### config.mk
export PLATFORM = sky130hd
export DESIGN_NAME = i2c_arbiter
export DESIGN_NICKNAME = d
export VERILOG_FILES = /design/src/rtl/i2c_arb_pkg.sv /design/src/rtl/i2c_arbiter_rr_pick.sv /design/src/rtl/i2c_arbiter.sv
export SDC_FILE = /design/constraint.sdc
export NUM_CORES = 1
export LEC_CHECK = 0
export BUFFER_PORTS_ARGS = -buffer_cell sky130_fd_sc_hd__buf_2
export CAP_MARGIN = 20
export CORE_ASPECT_RATIO = 1.25
export CORE_MARGIN = 2
export CORE_UTILIZATION = 42
export CTS_CLUSTER_DIAMETER = 40
export DETAILED_ROUTE_END_ITERATION = 10
export MAX_ROUTING_LAYER = met4
export PLACE_DENSITY_LB_ADDON = 0.08
export SETUP_SLACK_MARGIN = 0.4
export SKIP_CTS_REPAIR_TIMING = 1
export SLEW_MARGIN = 20
export SYNTH_ARGS = -nofsm -noshare
export SYNTH_HDL_FRONTEND = slang
export SYNTH_SLANG_ARGS = --single-unit
### constraint.sdc
create_clock -name clk -period 9.5 [get_ports clk]
set_input_delay 0.95 -clock clk [delete_from_list [all_inputs] [get_ports clk]]
set_output_delay 0.95 -clock clk [all_outputs]
set_load 0.02 [all_outputs]
### src/rtl/i2c_arb_pkg.sv
// Shared types and constants for the I2C master arbiter.
package i2c_arb_pkg;

  localparam int DEF_N_REQ    = 4;
  localparam int DEF_START_TO = 64;
  localparam int DEF_XFER_TO  = 200000;

  localparam int ADDR_W = 7;
  localparam int REG_W  = 8;
  localparam int DATA_W = 16;

  typedef enum logic [1:0] {
    S_IDLE,
    S_LAUNCH,
    S_RUN,
    S_DONE
  } arb_state_e;

  typedef struct packed {
    logic              rw;
    logic [ADDR_W-1:0] addr;
    logic [REG_W-1:0]  regad;
    logic [DATA_W-1:0] data;
    logic              burst;
  } i2c_cmd_t;

endpackage

### src/rtl/i2c_arbiter_rr_pick.sv
// Round-robin one-hot selector: first requester at or above ptr, wrapping.
module rr_pick
  import i2c_arb_pkg::*;
#(
  parameter int N_REQ = DEF_N_REQ,
  parameter int IW    = $clog2(N_REQ)
) (
  input  logic [N_REQ-1:0] req_i,
  input  logic [IW-1:0]    ptr_i,
  output logic [N_REQ-1:0] gnt_o,
  output logic [IW-1:0]    idx_o,
  output logic             valid_o
);

  logic [IW:0] k;

  always_comb begin
    gnt_o   = '0;
    idx_o   = '0;
    valid_o = 1'b0;
    k       = '0;
    for (int i = 0; i < N_REQ; i++) begin
      k = {1'b0, ptr_i} + (IW+1)'(i);
      if (k >= (IW+1)'(N_REQ)) begin
        k = k - (IW+1)'(N_REQ);
      end
      if (!valid_o && req_i[k[IW-1:0]]) begin
        valid_o              = 1'b1;
        idx_o                = k[IW-1:0];
        gnt_o[k[IW-1:0]]     = 1'b1;
      end
    end
  end

endmodule

### src/rtl/i2c_arbiter.sv
// Round-robin arbiter/sequencer sharing one I2C master between requesters,
// with start and transfer timeouts so a hung bus cannot lock others out.
module i2c_arbiter
  import i2c_arb_pkg::*;
#(
  parameter int N_REQ    = DEF_N_REQ,
  parameter int START_TO = DEF_START_TO,
  parameter int XFER_TO  = DEF_XFER_TO
) (
  input  logic                     clk,
  input  logic                     rst_n,
  input  logic [N_REQ-1:0]         req,
  input  logic [N_REQ-1:0]         req_rw,
  input  logic [ADDR_W*N_REQ-1:0]  req_addr,
  input  logic [REG_W*N_REQ-1:0]   req_reg,
  input  logic [DATA_W*N_REQ-1:0]  req_data,
  input  logic [N_REQ-1:0]         req_burst,
  output logic [N_REQ-1:0]         gnt,
  output logic [N_REQ-1:0]         done,
  output logic [DATA_W-1:0]        rsp_data,
  output logic                     rsp_err,
  output logic                     rsp_timeout,
  output logic                     i2c_en,
  output logic                     i2c_rw,
  output logic                     i2c_burst,
  output logic [ADDR_W-1:0]        i2c_addr,
  output logic [REG_W-1:0]         i2c_reg_addr,
  output logic [DATA_W-1:0]        i2c_data,
  input  logic                     i2c_busy,
  input  logic                     i2c_err,
  input  logic [DATA_W-1:0]        i2c_data_o
);

  localparam int IW = $clog2(N_REQ);
  localparam int CW = $clog2(XFER_TO);
  localparam logic [CW-1:0] START_LAST = CW'(START_TO - 1);
  localparam logic [CW-1:0] XFER_LAST  = CW'(XFER_TO - 1);

  arb_state_e        state_q, state_d;
  logic [N_REQ-1:0]  gnt_q, gnt_d;
  logic [N_REQ-1:0]  done_q, done_d;
  logic [IW-1:0]     ptr_q, ptr_d;
  logic [IW-1:0]     win_q, win_d;
  logic [CW-1:0]     cnt_q, cnt_d;
  logic              en_q, en_d;
  i2c_cmd_t          cmd_q, cmd_d;
  logic [DATA_W-1:0] rdata_q, rdata_d;
  logic              rerr_q, rerr_d;
  logic              rto_q, rto_d;

  logic [N_REQ-1:0]  pick_gnt;
  logic [IW-1:0]     pick_idx;
  logic              pick_valid;

  rr_pick #(
    .N_REQ (N_REQ),
    .IW    (IW)
  ) u_pick (
    .req_i   (req),
    .ptr_i   (ptr_q),
    .gnt_o   (pick_gnt),
    .idx_o   (pick_idx),
    .valid_o (pick_valid)
  );

  always_comb begin
    state_d = state_q;
    gnt_d   = gnt_q;
    done_d  = '0;
    ptr_d   = ptr_q;
    win_d   = win_q;
    cnt_d   = cnt_q;
    en_d    = en_q;
    cmd_d   = cmd_q;
    rdata_d = rdata_q;
    rerr_d  = rerr_q;
    rto_d   = rto_q;
    unique case (state_q)
      S_IDLE: begin
        // Bus may still be busy after a transfer timeout.
        if (pick_valid && !i2c_busy) begin
          gnt_d       = pick_gnt;
          win_d       = pick_idx;
          cmd_d.rw    = req_rw[pick_idx];
          cmd_d.addr  = req_addr[pick_idx*ADDR_W +: ADDR_W];
          cmd_d.regad = req_reg[pick_idx*REG_W +: REG_W];
          cmd_d.data  = req_data[pick_idx*DATA_W +: DATA_W];
          cmd_d.burst = req_burst[pick_idx];
          en_d        = 1'b1;
          cnt_d       = '0;
          state_d     = S_LAUNCH;
        end
      end
      S_LAUNCH: begin
        if (i2c_busy) begin
          en_d    = 1'b0;
          cnt_d   = '0;
          state_d = S_RUN;
        end else if (cnt_q == START_LAST) begin
          en_d    = 1'b0;
          done_d  = gnt_q;
          rdata_d = '0;
          rerr_d  = 1'b1;
          rto_d   = 1'b1;
          state_d = S_DONE;
        end else begin
          cnt_d = cnt_q + 1'b1;
        end
      end
      S_RUN: begin
        if (!i2c_busy) begin
          done_d  = gnt_q;
          rdata_d = i2c_data_o;
          rerr_d  = i2c_err;
          rto_d   = 1'b0;
          state_d = S_DONE;
        end else if (cnt_q == XFER_LAST) begin
          done_d  = gnt_q;
          rdata_d = '0;
          rerr_d  = 1'b1;
          rto_d   = 1'b1;
          state_d = S_DONE;
        end else begin
          cnt_d = cnt_q + 1'b1;
        end
      end
      S_DONE: begin
        gnt_d   = '0;
        ptr_d   = (win_q == IW'(N_REQ - 1)) ? '0 : win_q + 1'b1;
        state_d = S_IDLE;
      end
      default: state_d = S_IDLE;
    endcase
  end

  always_ff @(posedge clk or negedge rst_n) begin
    if (!rst_n) begin
      state_q <= S_IDLE;
      gnt_q   <= '0;
      done_q  <= '0;
      ptr_q   <= '0;
      win_q   <= '0;
      cnt_q   <= '0;
      en_q    <= 1'b0;
      cmd_q   <= '0;
      rdata_q <= '0;
      rerr_q  <= 1'b0;
      rto_q   <= 1'b0;
    end else begin
      state_q <= state_d;
      gnt_q   <= gnt_d;
      done_q  <= done_d;
      ptr_q   <= ptr_d;
      win_q   <= win_d;
      cnt_q   <= cnt_d;
      en_q    <= en_d;
      cmd_q   <= cmd_d;
      rdata_q <= rdata_d;
      rerr_q  <= rerr_d;
      rto_q   <= rto_d;
    end
  end

  assign gnt          = gnt_q;
  assign done         = done_q;
  assign rsp_data     = rdata_q;
  assign rsp_err      = rerr_q;
  assign rsp_timeout  = rto_q;
  assign i2c_en       = en_q;
  assign i2c_rw       = cmd_q.rw;
  assign i2c_burst    = cmd_q.burst;
  assign i2c_addr     = cmd_q.addr;
  assign i2c_reg_addr = cmd_q.regad;
  assign i2c_data     = cmd_q.data;

endmodule
== Word level (Yosys, flattened, before mapping) ==
Cells that the tools add are included.
Widths: inputs -> output; s select.
Storage, ports and cells
  bits in registers: 84
  bits of input ports: 156
  output and inout port bits: 60
  logic and storage cells: 153
Operators by class
  add/subtract/negate cells: 9
  $mul: 1
  order comparisons: 13
  equality and inequality tests: 14
  shift operators: 3
  mux-type cells: 72
  bitwise logic cells: 3
  reduce and logical (&&, ||, !) cells: 23
Operator list (number)
  $mux 18: 5
  $mux 16: 4
  $shiftx 64x7->16: 1
  $pmux 18 s3: 1
  $mux 4: 9
  $pmux 16 s2: 1
  $shiftx 32x6->8: 1
  $mux 2: 14
  $shiftx 28x6->7: 1
  $mux 1: 22
  $add 18x1->18 const B: 1
  $eq 18x18->1 const B: 1
  $eq 18x6->1 const B: 1
  $pmux 4 s2: 2
  $lt 2x3->1 const B: 5
  $bmux 1 s2: 6
  $or 4x4->4: 3
  $ne 2x2->1 const B: 5
  $ge 3x3->1 const B: 3
  $ne 3x3->1 const B: 3
  $demux 1 s2: 4
  $ge 2x1->1 const B: 4
  $logic_and 1x1->1: 8
  $pmux 2 s4: 1
  other kinds (17): 32

== Depth between registers and ports, before layout ==
  depth in word-level cells: 17
  mapped depth: 12
  gate-level depth less buffers: 8

== Modules after synthesis ==
Synthesis repeated with hierarchy kept, for this count alone.
Second synthesis, totals
  cell total of the unflattened synthesis: 473
  area, all modules: 5036.1 um^2
Modules (own cells, without submodules)
  i2c_arbiter: times used 1, cells an instance 428, area an instance 4616.9 um^2, sequential area each 2102.0 um^2
  rr_pick: times used 1, cells an instance 45, area an instance 419.2 um^2, sequential area each 0.0 um^2

== Least setup slack after synthesis ==
Ideal clock, no wire load.
  path kind: input port to flip-flop
  from: input req[3]
  to: register cmd_q, in the netlist i2c_data[15]
  setup time: 126 ps
  data arrival time: 3096 ps
  data required time: 9374 ps
  setup slack: 6278 ps
  stages on the path: 8
  path buffers: 2
  cell sequence: buf_4 > inv_2 > a211o_1 > a311o_1 > a221oi_4 > buf_6 > mux2_2 > a221o_1
On the way
  longest elaborated chain between the ends: 14
  elaborated cells on any way between the ends: 25
  those cells by class: 1 x shift; 16 x mux; 8 x reduce/logical
Ends and longest elaborated chain
  from (decl): line i2c_arbiter.sv:12  | input logic [N_REQ-1:0] req,
  parallel branches: the longest is 14 deep, another holds $bmux 1 s2
  to (signal assigned): line i2c_arbiter.sv:157  | cmd_q <= cmd_d;
  to (decl): line i2c_arbiter.sv:46  | i2c_cmd_t cmd_q, cmd_d;
Several ways; the timed one is not identified. The select of a mux whose other input is x is not followed.
A chain may end at the register's enable or synchronous reset.

== Final worst setup path ==
  from: register ptr_q[0]
  to: register cmd_q, in the netlist i2c_data[6]
On the way
  longest elaborated chain between the ends: 16
  elaborated cells on any way between the ends: 40
  those cells by class: 7 x add/sub; 4 x order compare; 1 x shift; 20 x mux; 8 x reduce/logical
Ends and longest elaborated chain
  from (decl): line i2c_arbiter.sv:42  | logic [IW-1:0] ptr_q, ptr_d;
  from (signal assigned): line i2c_arbiter.sv:153  | ptr_q <= ptr_d;
  parallel branches: the longest is 16 deep, another holds $add 2x1->3
Several ways; the timed one is not identified. The select of a mux whose other input is x is not followed.

==> results.toml <==
[die]
ios = 216
die-area_um2 = 14000
dieHeight_um = 132
fp-row-count = 46
core-area_um2 = 12700
initial_core_util_pct = 43.2
die_w_um = 106

[cts]
cts_made_buffers = 9
cts-root-buf = "clkbuf_16"
cts_buffer_depth = 2
cts_tree = "yes"
clkTransAtPathRegs_ps = 70
cts.sinks = 84
htreeDepth = 3
clock_latency_ps = 350

[cells_and_area]
nNetsFinal = 937
drive_gt1_share_pct = 34.3
areaGrowthSynthToFinish_pct = 25.9

[detailed_routing]
post_drt_via_cell_ratio = 5.61
met1_length_um = 6630
first_iter_violations = 414
routed_wl_um = 15600
antenna_left = 0
drt-wirelength-per-cell_um = 16.5
met2WireLength_um = 7660
drc = 0
first_pass_iters = 6
top_layer_used = "met4"
wl_met3_um = 885
route.vias.total = 5282

[run]
drv_cap = 0

[logic_synthesis]
synth_flop_cell = "dfrtp_1"
ys_types = 55
async_flop_share_pct = 100
synthCells = 576
avgSynthCellArea_um2 = 9.54
synth-edff-count = 0
ys_top_cells_by_area = "dfrtp_1 (38%), mux2i_1 (10%), nor3b_1 (5.7%)"
ys.warnings.count = 0
syn-num-nets = 746
synth_top_area_share_pct = 38.3
synth_area_leader_cell = "dfrtp_1"
ys_seq_area_share_pct = 38.3
synth_area_um2 = 5490
ys_ff_latch = 84

[grt]
overflow = 0
grt_max_degree = 59
track_usage_pct = 22.7
grt_first_pass_wirelength_um = 25200
grt_pass1_vias = 5355
antenna_found_initial = 1

[setup_path]
crit_path_end_kind = "flip-flop"
r2r_cells = 7
worstPathArrival_ps = 4620
r2r-start = "ptr_q[0]$_DFFE_PN0P_"
start_kind = "flip-flop"
reg2reg_to = "i2c_data[6]$_DFFE_PN0P_"
cp_max_fo = 32
worstPathRequired_ps = 9790
crit_type = "reg2reg"
r2r_slack_ps = 5170

[timing]
grt_setup_unrepaired = "no"
timing.final.ws_setup_ps = 5170
clock.fmax_mhz = 231
finalSetupTns_ps = 0
fin_skew_ps = 8.36
slew_headroom_pct = 30.9
worst-slew-pin-transition_ps = 1040
drv_slew = 0
min_period_over_period_pct = 45.6
fin_crit_ps = 4330
setup_viol_count_final = 0
report.final.hold_viol_count = 0

[run_status]
status = "complete, no violations"

[pwr]
p_leak_nw = 3.30
vdd_drop_max_mv = 0.169
p_per_area_nw_per_um2 = 302

[hold_path]
hold_class = "reg2reg"
hold_end = "win_q[1]$_DFFE_PN0P_"
hold-path-cell-count = 1
min-delay-start = "win_q[1]$_DFFE_PN0P_"

[placement]
place_congestion = 0.868
preCtsSetupSlack_ps = 5230
hpwl_um = 11300
io_buffers = 215
==> logic make-up (layout without fill, tap and decap cells) <==
kind of cell	after synthesis	in the layout	synth area share (%)
AOI/OAI and AO/OA	149	149	20.8
adders and majority gates	14	14	3.19
buffers and inverters	57	253	5.08
DFF	84	84	38.3
muxes	74	74	14.1
other	0	1	0
and+or+nand+nor	198	198	18.6
==> synthesized netlist by cell type (2+ instances only) <==
cell type  instances
a2111oi_0         12
clkbuf_1          32
nor3_1            10
a21o_1             2
or3_1              3
buf_12             2
o21ai_1            4
buf_4              4
a22o_1            16
dfrtp_1           84
mux2i_1           56
nor3b_1           42
o21ai_0           26
nand4_1            3
inv_2              2
a22oi_1            6
a21oi_1            3
o31ai_1           12
a211o_1            7
mux2_2            17
buf_6              2
nand2_1           46
nand2b_1           8
nor2_1            55
o211ai_1          25
o41ai_1            5
buf_2              2
nor2b_1            2
a221o_1           11
and3_1             8
inv_1             13
ha_1              14
a31oi_1            5
nand3_1           10
o2111ai_1          2
nor4_1             3
and2_1             3
o22ai_1            2
==> worst max path at each step <==
| stage | from | end | slack [ps] | cells past startpoint |
|---|---|---|---|---|
| after CTS | ptr_q[0]$_DFFE_PN0P_ | i2c_data[6]$_DFFE_PN0P_ | 5170 | 7 |
| after global placement | ptr_q[0]$_DFFE_PN0P_ | i2c_data[12]$_DFFE_PN0P_ | 5350 | 7 |
| after global routing | ptr_q[0]$_DFFE_PN0P_ | i2c_data[9]$_DFFE_PN0P_ | 4840 | 7 |
| after floorplan | req[3] | i2c_data[15]$_DFFE_PN0P_ | 6280 | 8 |
| final | ptr_q[0]$_DFFE_PN0P_ | i2c_data[6]$_DFFE_PN0P_ | 5170 | 7 |
| after detailed placement | ptr_q[0]$_DFFE_PN0P_ | i2c_data[6]$_DFFE_PN0P_ | 5230 | 7 |
==> per-layer routing <==
| metal | GRT usage, % | up-vias |
|---|---|---|
| li1 | - | 2552 |
| met1 | 26.9 | 2513 |
| met2 | 38.1 | 191 |
| met3 | 3.56 | 26 |
| met4 | 9.36 | 0 |
| met5 | - | - |
==> sequential cells by signal (all words and copies together), names as in the netlist, 4 cells and up <==
name          flops
cnt_q            18
i2c_data         16
rsp_data         16
i2c_reg_addr      8
i2c_addr          7
done              4
gnt               4
==> stage by stage <==
stage | instances | utilization [%] | hold WS (ps) | total power, mW | area (um2)
after floorplan | 576 | - | 454 | 1.47 | 5490
after global placement | 924 | 52.0 | 472 | 1.73 | 6620
after detailed placement | 924 | 52.0 | 474 | 1.75 | 6620
after CTS | 940 | 54.3 | 489 | 2.10 | 6900
after global routing | 941 | 54.3 | 514 | 2.23 | 6910
final | 941 | 54.3 | 484 | 2.08 | 6910
==> where the power goes <==
group	switching, mW	total (mW)	internal, mW
combinational	0.703	1.17	0.468
clock	0.156	0.337	0.181
sequential	0.0959	0.576	0.480
total	0.955	2.08	1.13
==> critical path: stages, from the launching register on <==
cell	delay, ps
dfrtp_1	1020
inv_1	420
ha_1	620
mux4_2	650
o21ai_2	720
mux2i_1	150
a2111oi_0	510
a221o_1	180
==> area by class of cell <==
| type | count | area (um2) |
|---|---|---|
| sequential | 84 | 2100 |
| multi-input combinational | 435 | 3130 |
| clock inverter | 7 | 58.8 |
| inverter | 15 | 56.3 |
| tap | 168 | 210 |
| fill | 1173 | 5810 |
| timing repair buffer | 222 | 1130 |
| antenna | 1 | 2.50 |
| clock buffer | 9 | 225 |
==> layout by cell type (no fill, tap or decap), drive strengths merged, types with 16 or more instances in the layout <==
cell,n
a22o,16
buf,222
dfrtp,84
inv,19
mux2,17
mux2i,56
nand2,46
nor2,55
nor3b,42
o211ai,25
o21ai,31
(Power assumes the default switching activity.)
